## src/rtl/mem_byte_sequencer.sv

```systemverilog
// Byte-serial memory sequencer: splits byte/halfword/word requests
// into big-endian single-byte cycles on an 8-bit RAM port.
module mem_byte_sequencer #(
    parameter int ADDR_W      = 8,
    parameter int WAIT_STATES = 0
) (
    input  logic              CLK,
    input  logic              CLR,
    input  logic              MOV,
    input  logic              RW,
    input  logic [1:0]        typeData,
    input  logic [ADDR_W-1:0] Addr,
    input  logic [31:0]       DataIn,
    output logic [31:0]       DataOut,
    output logic              MOC,
    output logic              ERR,
    output logic              BUSY,
    output logic [ADDR_W-1:0] BADDR,
    output logic [7:0]        BWDATA,
    input  logic [7:0]        BRDATA,
    output logic              BRE,
    output logic              BWE
);

    typedef enum logic [2:0] {
        S_IDLE,
        S_REQ,
        S_WAIT,
        S_CAP,
        S_DONE
    } state_t;

    localparam logic [3:0] WLAST = 4'((WAIT_STATES == 0) ? 0 : WAIT_STATES - 1);

    state_t            state, state_d;
    logic [2:0]        idx, idx_d;
    logic [2:0]        nbytes, nbytes_d;
    logic [3:0]        wcnt, wcnt_d;
    logic              rd, rd_d;
    logic [ADDR_W-1:0] base, base_d;
    logic [31:0]       wdata, wdata_d;

    logic [31:0]       dout_d;
    logic              moc_d, err_d, busy_d, bre_d, bwe_d;
    logic [ADDR_W-1:0] baddr_d;
    logic [7:0]        bwdata_d;

    logic              illegal;
    logic [2:0]        req_n;
    logic [2:0]        nxt;

    // Byte k of the right-justified write field (k=0 is the LSB)
    function automatic logic [7:0] pick(input logic [31:0] d, input logic [1:0] k);
        return d[{k, 3'b000} +: 8];
    endfunction

    always_comb begin
        unique case (typeData)
            2'b00:   req_n = 3'd1;
            2'b01:   req_n = 3'd2;
            2'b10:   req_n = 3'd4;
            default: req_n = 3'd1;
        endcase
        illegal = (typeData == 2'b11)
                | ((typeData == 2'b01) & Addr[0])
                | ((typeData == 2'b10) & (Addr[1:0] != 2'b00));
    end

    assign nxt = idx + 3'd1;

    always_comb begin
        state_d  = state;
        idx_d    = idx;
        nbytes_d = nbytes;
        wcnt_d   = wcnt;
        rd_d     = rd;
        base_d   = base;
        wdata_d  = wdata;
        dout_d   = DataOut;
        moc_d    = MOC;
        err_d    = ERR;
        busy_d   = BUSY;
        baddr_d  = BADDR;
        bwdata_d = BWDATA;
        bre_d    = 1'b0;
        bwe_d    = 1'b0;

        unique case (state)
            S_IDLE: begin
                if (MOV) begin
                    rd_d     = RW;
                    base_d   = Addr;
                    wdata_d  = DataIn;
                    nbytes_d = req_n;
                    busy_d   = 1'b1;
                    if (illegal) begin
                        state_d = S_DONE;
                        moc_d   = 1'b1;
                        err_d   = 1'b1;
                    end else begin
                        state_d  = S_REQ;
                        idx_d    = 3'd0;
                        dout_d   = 32'd0;
                        baddr_d  = Addr;
                        bwdata_d = pick(DataIn, 2'(req_n - 3'd1));
                        bre_d    = RW;
                        bwe_d    = ~RW;
                    end
                end
            end
            S_REQ: begin
                wcnt_d  = 4'd0;
                state_d = (WAIT_STATES == 0) ? S_CAP : S_WAIT;
            end
            S_WAIT: begin
                if (wcnt == WLAST) state_d = S_CAP;
                else               wcnt_d  = wcnt + 4'd1;
            end
            S_CAP: begin
                if (rd) dout_d = {DataOut[23:0], BRDATA};
                idx_d = nxt;
                if (nxt < nbytes) begin
                    state_d  = S_REQ;
                    baddr_d  = base + ADDR_W'(nxt);
                    bwdata_d = pick(wdata, 2'(nbytes - 3'd1 - nxt));
                    bre_d    = rd;
                    bwe_d    = ~rd;
                end else begin
                    state_d = S_DONE;
                    moc_d   = 1'b1;
                end
            end
            S_DONE: begin
                if (!MOV) begin
                    state_d = S_IDLE;
                    moc_d   = 1'b0;
                    err_d   = 1'b0;
                    busy_d  = 1'b0;
                end
            end
            default: state_d = S_IDLE;
        endcase
    end

    always_ff @(posedge CLK or posedge CLR) begin
        if (CLR) begin
            state   <= S_IDLE;
            idx     <= 3'd0;
            nbytes  <= 3'd0;
            wcnt    <= 4'd0;
            rd      <= 1'b0;
            base    <= '0;
            wdata   <= 32'd0;
            DataOut <= 32'd0;
            MOC     <= 1'b0;
            ERR     <= 1'b0;
            BUSY    <= 1'b0;
            BADDR   <= '0;
            BWDATA  <= 8'd0;
            BRE     <= 1'b0;
            BWE     <= 1'b0;
        end else begin
            state   <= state_d;
            idx     <= idx_d;
            nbytes  <= nbytes_d;
            wcnt    <= wcnt_d;
            rd      <= rd_d;
            base    <= base_d;
            wdata   <= wdata_d;
            DataOut <= dout_d;
            MOC     <= moc_d;
            ERR     <= err_d;
            BUSY    <= busy_d;
            BADDR   <= baddr_d;
            BWDATA  <= bwdata_d;
            BRE     <= bre_d;
            BWE     <= bwe_d;
        end
    end

endmodule

```

## config.mk

```make
export PLATFORM = sky130hd
export DESIGN_NAME = mem_byte_sequencer
export DESIGN_NICKNAME = d
export VERILOG_FILES = /design/src/rtl/mem_byte_sequencer.sv
export SDC_FILE = /design/constraint.sdc
export NUM_CORES = 1
export LEC_CHECK = 0
export ABC_AREA = 1
export CAP_MARGIN = 20
export CORE_ASPECT_RATIO = 0.7
export CORE_UTILIZATION = 53
export CTS_CLUSTER_DIAMETER = 120
export DETAILED_ROUTE_END_ITERATION = 7
export GPL_TIMING_DRIVEN = 0
export HOLD_SLACK_MARGIN = 0.02
export MAX_ROUTING_LAYER = met4
export PLACE_DENSITY = 0.81
export SLEW_MARGIN = 20
export SYNTH_ARGS = -nofsm -noshare
export SYNTH_HDL_FRONTEND = slang
export SYNTH_SLANG_ARGS = --single-unit
```

## constraint.sdc

```tcl
create_clock -name CLK -period 4.3 [get_ports CLK]
set_clock_uncertainty 0.1 [all_clocks]
set_input_delay 0.86 -clock CLK [delete_from_list [all_inputs] [get_ports CLK]]
set_output_delay 0.86 -clock CLK [all_outputs]
set_load 0.005 [all_outputs]
```

Word-level counts from Yosys, hierarchy flattened
Index checks and enable logic that the tools add are counted.
{ "word_totals": {"regBits": 107, "in_bits": 54, "out_inout_bits": 53, "word_cells": 102} }
{ "op_classes": {"n_addsub": 6, "n_lt_le_gt_ge": 1, "n_eq_ne": 16, "n_shift": 2, "muxes": 40, "bitwise": 6, "reduce_logical": 16} }
{ "ops": {"columns": ["op", "count"], "rows": [
  ["two-way mux 32 bit", 3],
  ["case mux 32 bit (2 select lines)", 1],
  ["variable part select 32 x 6 -> 8 bit", 2],
  ["two-way mux 8 bit", 6],
  ["case mux 8 bit (2 select lines)", 2],
  ["two-way mux 3 bit", 7],
  ["inequality test 2 bit (second input constant)", 9],
  ["case mux 3 bit (5 select lines)", 1],
  ["case mux 3 bit (2 select lines)", 2],
  ["AND reduction 4 bit", 3],
  ["two-way mux 1 bit", 11],
  ["AND reduction 3 bit", 3],
  ["adder 8 x 3 -> 8 bit", 1],
  ["case mux 1 bit (2 select lines)", 4],
  ["case mux 4 bit (2 select lines)", 1],
  ["nonzero test 2 bit", 4],
  ["equality test 3 x 2 -> 1 bit (second input constant)", 2],
  ["AND reduction 5 bit", 1],
  ["adder 4 x 1 -> 4 bit (second input constant)", 1],
  ["equality test 2 bit (second input constant)", 2],
  ["zero test 4 bit", 1],
  ["two-way mux 4 bit", 1],
  ["AND reduction 2 bit", 2],
  ["subtractor 2 x 1 -> 2 bit (second input constant)", 2],
  ["other kinds (12)", 15]
]} }

Logic depth before layout (Yosys ltp)
{ "logic_depth": {"depth_word": 7, "mapped_depth": 11, "ltp_nobuf": 11} }

Worst setup path before layout
Ideal clock, no wire load.
{ "synth_path": {"path_type": "input -> register", "start": "input port typeData[0]", "end": "register BWDATA[0]", "setup_time_ps": 116, "arrival_time_ps": 1909, "setup_slack_ps": 2174, "path_stages": 10, "path_buffers": 1, "cell_sequence": "inv_1 > ha_1 > clkbuf_1 > a21oi_1 > o21ai_0 > nand2_1 > nand2_1 > nand2_1 > nand2_1 > nand2_1"} }
{ "synth_between": {"elab_chain_len": 7, "word_cells_on_any_way": 15, "classes_between": "1 x add/sub; 4 x eq/ne; 1 x shift; 4 x mux; 4 x bitwise; 1 x reduce/logical"} }
{ "synth_lines": {"columns": ["element", "line_no", "source"], "rows": [
  ["from (decl)", "11", "input logic [1:0] typeData,"],
  ["equality test 2 bit or equality test 2 x 1 -> 1 bit (tied branches)", "58", "unique case (typeData)"],
  ["case mux 3 bit (2 select lines) *", "58", null],
  ["named net req_n[0]", "49", "logic [2:0] req_n;"],
  ["subtractor 2 x 1 -> 2 bit *", "105", "bwdata_d = pick(DataIn, 2'(req_n - 3'd1));"],
  ["variable part select 32 x 6 -> 8 bit *", "54", "return d[{k, 3'b000} +: 8];"],
  ["two-way mux 8 bit *", "96", "if (illegal) begin"],
  ["two-way mux 8 bit *", "90", "if (MOV) begin"],
  ["case mux 8 bit (2 select lines) *", "88", "unique case (state)"],
  ["to (signal assigned)", "175", "BWDATA <= bwdata_d;"],
  ["to (decl)", "19", "output logic [7:0] BWDATA,"]
]} }
The timed path passes the listed nets; every way through them passes the cells marked *. The select of a mux whose other input is x is not followed.
A chain may end at the register's enable or synchronous reset.

Worst setup path after layout
{ "layout_path": {"start": "input port typeData[0]", "end": "register BWDATA[3]"} }
Same word-level chain as after synthesis.

==> results.json <==
{
  "status": "finished, violations left",
  "violations": "DRC",
  "setup_viol": 0,
  "gp_congestion": 0.879,
  "min_period_ns": 2.85,
  "vias_per_cell": 5.29,
  "root_buffer": "clkbuf_16",
  "ioPinCount": 107,
  "avgSynthCellArea_um2": 7.92,
  "fp.dieW_um": 125,
  "dp_slack_ns": 1.14,
  "multiInputGateArea_mm2": 0.00248,
  "p_int_mw": 2.54,
  "synth_area_leader_cell": "dfrtp_1",
  "drv_cap": 0,
  "clkPwrFrac_pct": 17.7,
  "remaining_drc_errors": 9,
  "yosys-mux-area-fraction_pct": 0,
  "initial_core_util_pct": 54.4,
  "max_freq_mhz": 351,
  "synth_seq_cells": 107,
  "htreeDepth": 3,
  "cellLeakagePower_nw": 3.52,
  "core_area_mm2": 0.0103,
  "cp.required_ns": 4.45,
  "path_common_cell": "nand2_1",
  "drt_first_pass_iters": 7,
  "grt_setup_unrepaired": "false",
  "synth_fa_ha_area_share_pct": 3.48,
  "fin_crit_sh_pct": 66.3,
  "drt_iter0_drc": 484,
  "dieArea_mm2": 0.0110,
  "synth_area_mm2": 0.00561,
  "num_rows": 31,
  "swShare_pct": 43.1,
  "ys_top_cells_by_area": "dfrtp_1 48%, nand2_1 21%, o21ai_0 5.3%, o21ai_2 5.0%, inv_1 4.2%",
  "r2r_cells": 10,
  "ys_warn_count": 0,
  "grtUsageTotal_pct": 30.3,
  "clk_latency_ns": 0.35,
  "vias": 5094,
  "ant_nets": 0,
  "worstSetupEndpointType": "flop",
  "diodes": 0,
  "drt-total-wl_um": 15300,
  "stdcell_count": 963,
  "worst-endpoint-arrival_ns": 3.00,
  "post_drt_wl_per_cell_um": 15.9,
  "drv_slew": 0,
  "hold_path.class": "reg -> reg",
  "clkSlewWorstSetupHoldPaths_ns": 0.07,
  "grt_pass1_vias": 4779,
  "syn_inst": 708,
  "grt_overflow_total": 0,
  "die-height_um": 88.1,
  "hold_viol_final": 0,
  "total_power_mw": 4.47,
  "hold-path-cell-count": 2,
  "combinationalPowerShare_pct": 48.3,
  "synthXorXnorAreaFrac_pct": 0.602,
  "seq_area_mm2": 0.00268,
  "critPathKind": "in -> reg",
  "syn-num-nets": 777,
  "fill_cells": 829,
  "synth_compound_area_share_pct": 13.2,
  "cts_setup_buffers": 0,
  "tightest_slew_ns": 0.565,
  "cts_tree": "done",
  "grt_pass1_wl_um": 24700,
  "ir_drop_mv": 0.345,
  "antenna_found_initial": 0,
  "cp_slowest_cell": "clkdlybuf4s50_1",
  "synth_top_area_share_pct": 47.7,
  "critPathMaxFanout": 10,
  "io_buffers": 106,
  "setup_tns_ns": 0,
  "cts.repair.resized": 0,
  "dp_cells": 947,
  "cp-start-kind": "input port",
  "clockBufferDepth": 2,
  "synth_top_family_by_area": "simple AND/OR/NAND/NOR gates",
  "timing.final.ws_setup_ns": 1.45,
  "seq_power_share_pct": 34.0,
  "drive_above_1_share_pct": 10.3,
  "dpl.hpwl_um": 11100,
  "crit_path_max_incr_delay_ns": 0.55,
  "cts_sinks": 107,
  "relSlewSlack_pct": 62.3,
  "final_nets": 895,
  "grt_max_degree": 68,
  "ys_seq_area_share_pct": 47.7,
  "ctsHoldBuffers": 0,
  "cts_buffers": 9,
  "areaGrowthSynthToFinish_pct": 27.4,
  "p_sw_mw": 1.92,
  "synthDistinctLibCells": 32,
  "worstPathCellList": "clkdlybuf4s50_1, inv_1, ha_1, clkbuf_1, nand2_1, o211ai_1, nand2_1, nand2_1, nand2_1, nand2_1, nand2_1",
  "powerDensity_mw_per_mm2": 625,
  "yosys.area_share.simple_pct": 26.9
}
==> cells in the mapped netlist <==
cell	instances
o21ai_0	59
nand2_4	4
fa_1	1
clkbuf_1	12
o22ai_1	4
o211ai_1	8
buf_2	10
xor2_1	2
nand2_1	321
nor2_2	2
nand3_4	1
nand3_1	20
buf_6	8
xnor2_2	1
o21ai_2	32
nand2_2	3
nor3_1	1
buf_4	2
nor2_8	1
ha_1	14
nand4_1	4
a31oi_1	1
dfrtp_1	107
nand3b_1	1
nor2_1	6
o21ai_1	2
inv_1	63
nand4_4	1
o31ai_1	1
a21oi_1	11
nand3_2	1
inv_2	4
==> registers in the layout, summed over array words and instances, names as in the netlist, 3 cells and up <==
signal	flops
state	3
DataOut	32
wdata	32
BWDATA	8
BADDR	8
idx	3
wcnt	4
base	8
nbytes	3
==> layout make-up <==
cell class	count	area share (%)
Inverter	67	3.59
Sequential cell	107	37.5
Clock inverter	5	0.596
Tap cell	132	2.31
Clock buffer	11	3.26
Multi-Input combinational cell	502	34.7
Timing Repair Buffer	107	15.2
Buffer	32	2.80
==> power groups by stage <==
stage                     Clock, mW  Sequential [mW]  Combinational [mW]
final                         0.788             1.52                2.16
after global routing          0.845             1.55                2.40
after CTS                     0.802             1.52                2.14
after detailed placement          0             1.53                2.11
after global placement            0             1.52                2.05
after floorplan                   0             1.50                1.39
==> routing by layer <==
layer	part of all wire, %	wire length [um]	global-route usage [%]
met1	46	7080	42.5
met5	0	0	-
met3	8.9	1350	6.48
met4	1.0	153	6.54
met2	44	6690	45.4
==> stage by stage <==
step	utilization [%]	hold slack [ns]	cell area [um^2]
final	69.2	0.374	7140
after global routing	69.2	0.397	7140
after CTS	69.2	0.376	7140
after detailed placement	66.6	0.360	6870
after global placement	66.2	0.354	6830
after floorplan	-	0.342	5610
==> placed cells by master (no fill, tap or decap), drive strengths merged <==
| cell type | synthesis | routed |
|---|---|---|
| o21ai | 93 | 93 |
| nand3b | 1 | 1 |
| nor2 | 9 | 9 |
| nor3 | 1 | 1 |
| dfrtp | 107 | 107 |
| xor2 | 2 | 2 |
| o22ai | 4 | 4 |
| clkinv | 0 | 1 |
| xnor2 | 1 | 1 |
| nand3 | 22 | 22 |
| nand4 | 5 | 5 |
| a21oi | 11 | 11 |
| fa | 1 | 1 |
| ha | 14 | 14 |
| nand2 | 328 | 328 |
| clkbuf | 12 | 23 |
| o31ai | 1 | 1 |
| o211ai | 8 | 8 |
| buf | 20 | 21 |
| a31oi | 1 | 1 |
| clkdlybuf4s50 | 0 | 106 |
| inv | 67 | 71 |
==> cell families after synthesis <==
group                      count (synthesis)
AOI/OAI and AO/OA                        118
xor gates and xnor gates                   3
adders and majority gates                 15
buffers and inverters                     99
DFF                                      107
and+or+nand+nor                          366
==> critical path: cells and delay by family <==
family                     cells  cell delay (ns)
AOI/OAI and AO/OA              1             0.18
adders and majority gates      1             0.37
and+or+nand+nor                6             0.47
buffers and inverters          3             1.11
==> final timing paths <==
check                                      start                       to  slack (ns)
min                        wdata[26]$_DFFE_PP0P_    wdata[26]$_DFFE_PP0P_        0.37
max in group asynchronous                    CLR     wdata[9]$_DFFE_PP0P_        2.66
max                                  typeData[0]    BWDATA[3]$_DFFE_PP0P_        1.45
min reg2reg                wdata[26]$_DFFE_PP0P_    wdata[26]$_DFFE_PP0P_        0.37
min in group asynchronous                    CLR  DataOut[31]$_DFFE_PP0P_        0.81
max reg2reg                   idx[0]$_DFFE_PP0P_    BWDATA[7]$_DFFE_PP0P_        1.74
(Power assumes the default switching activity.)
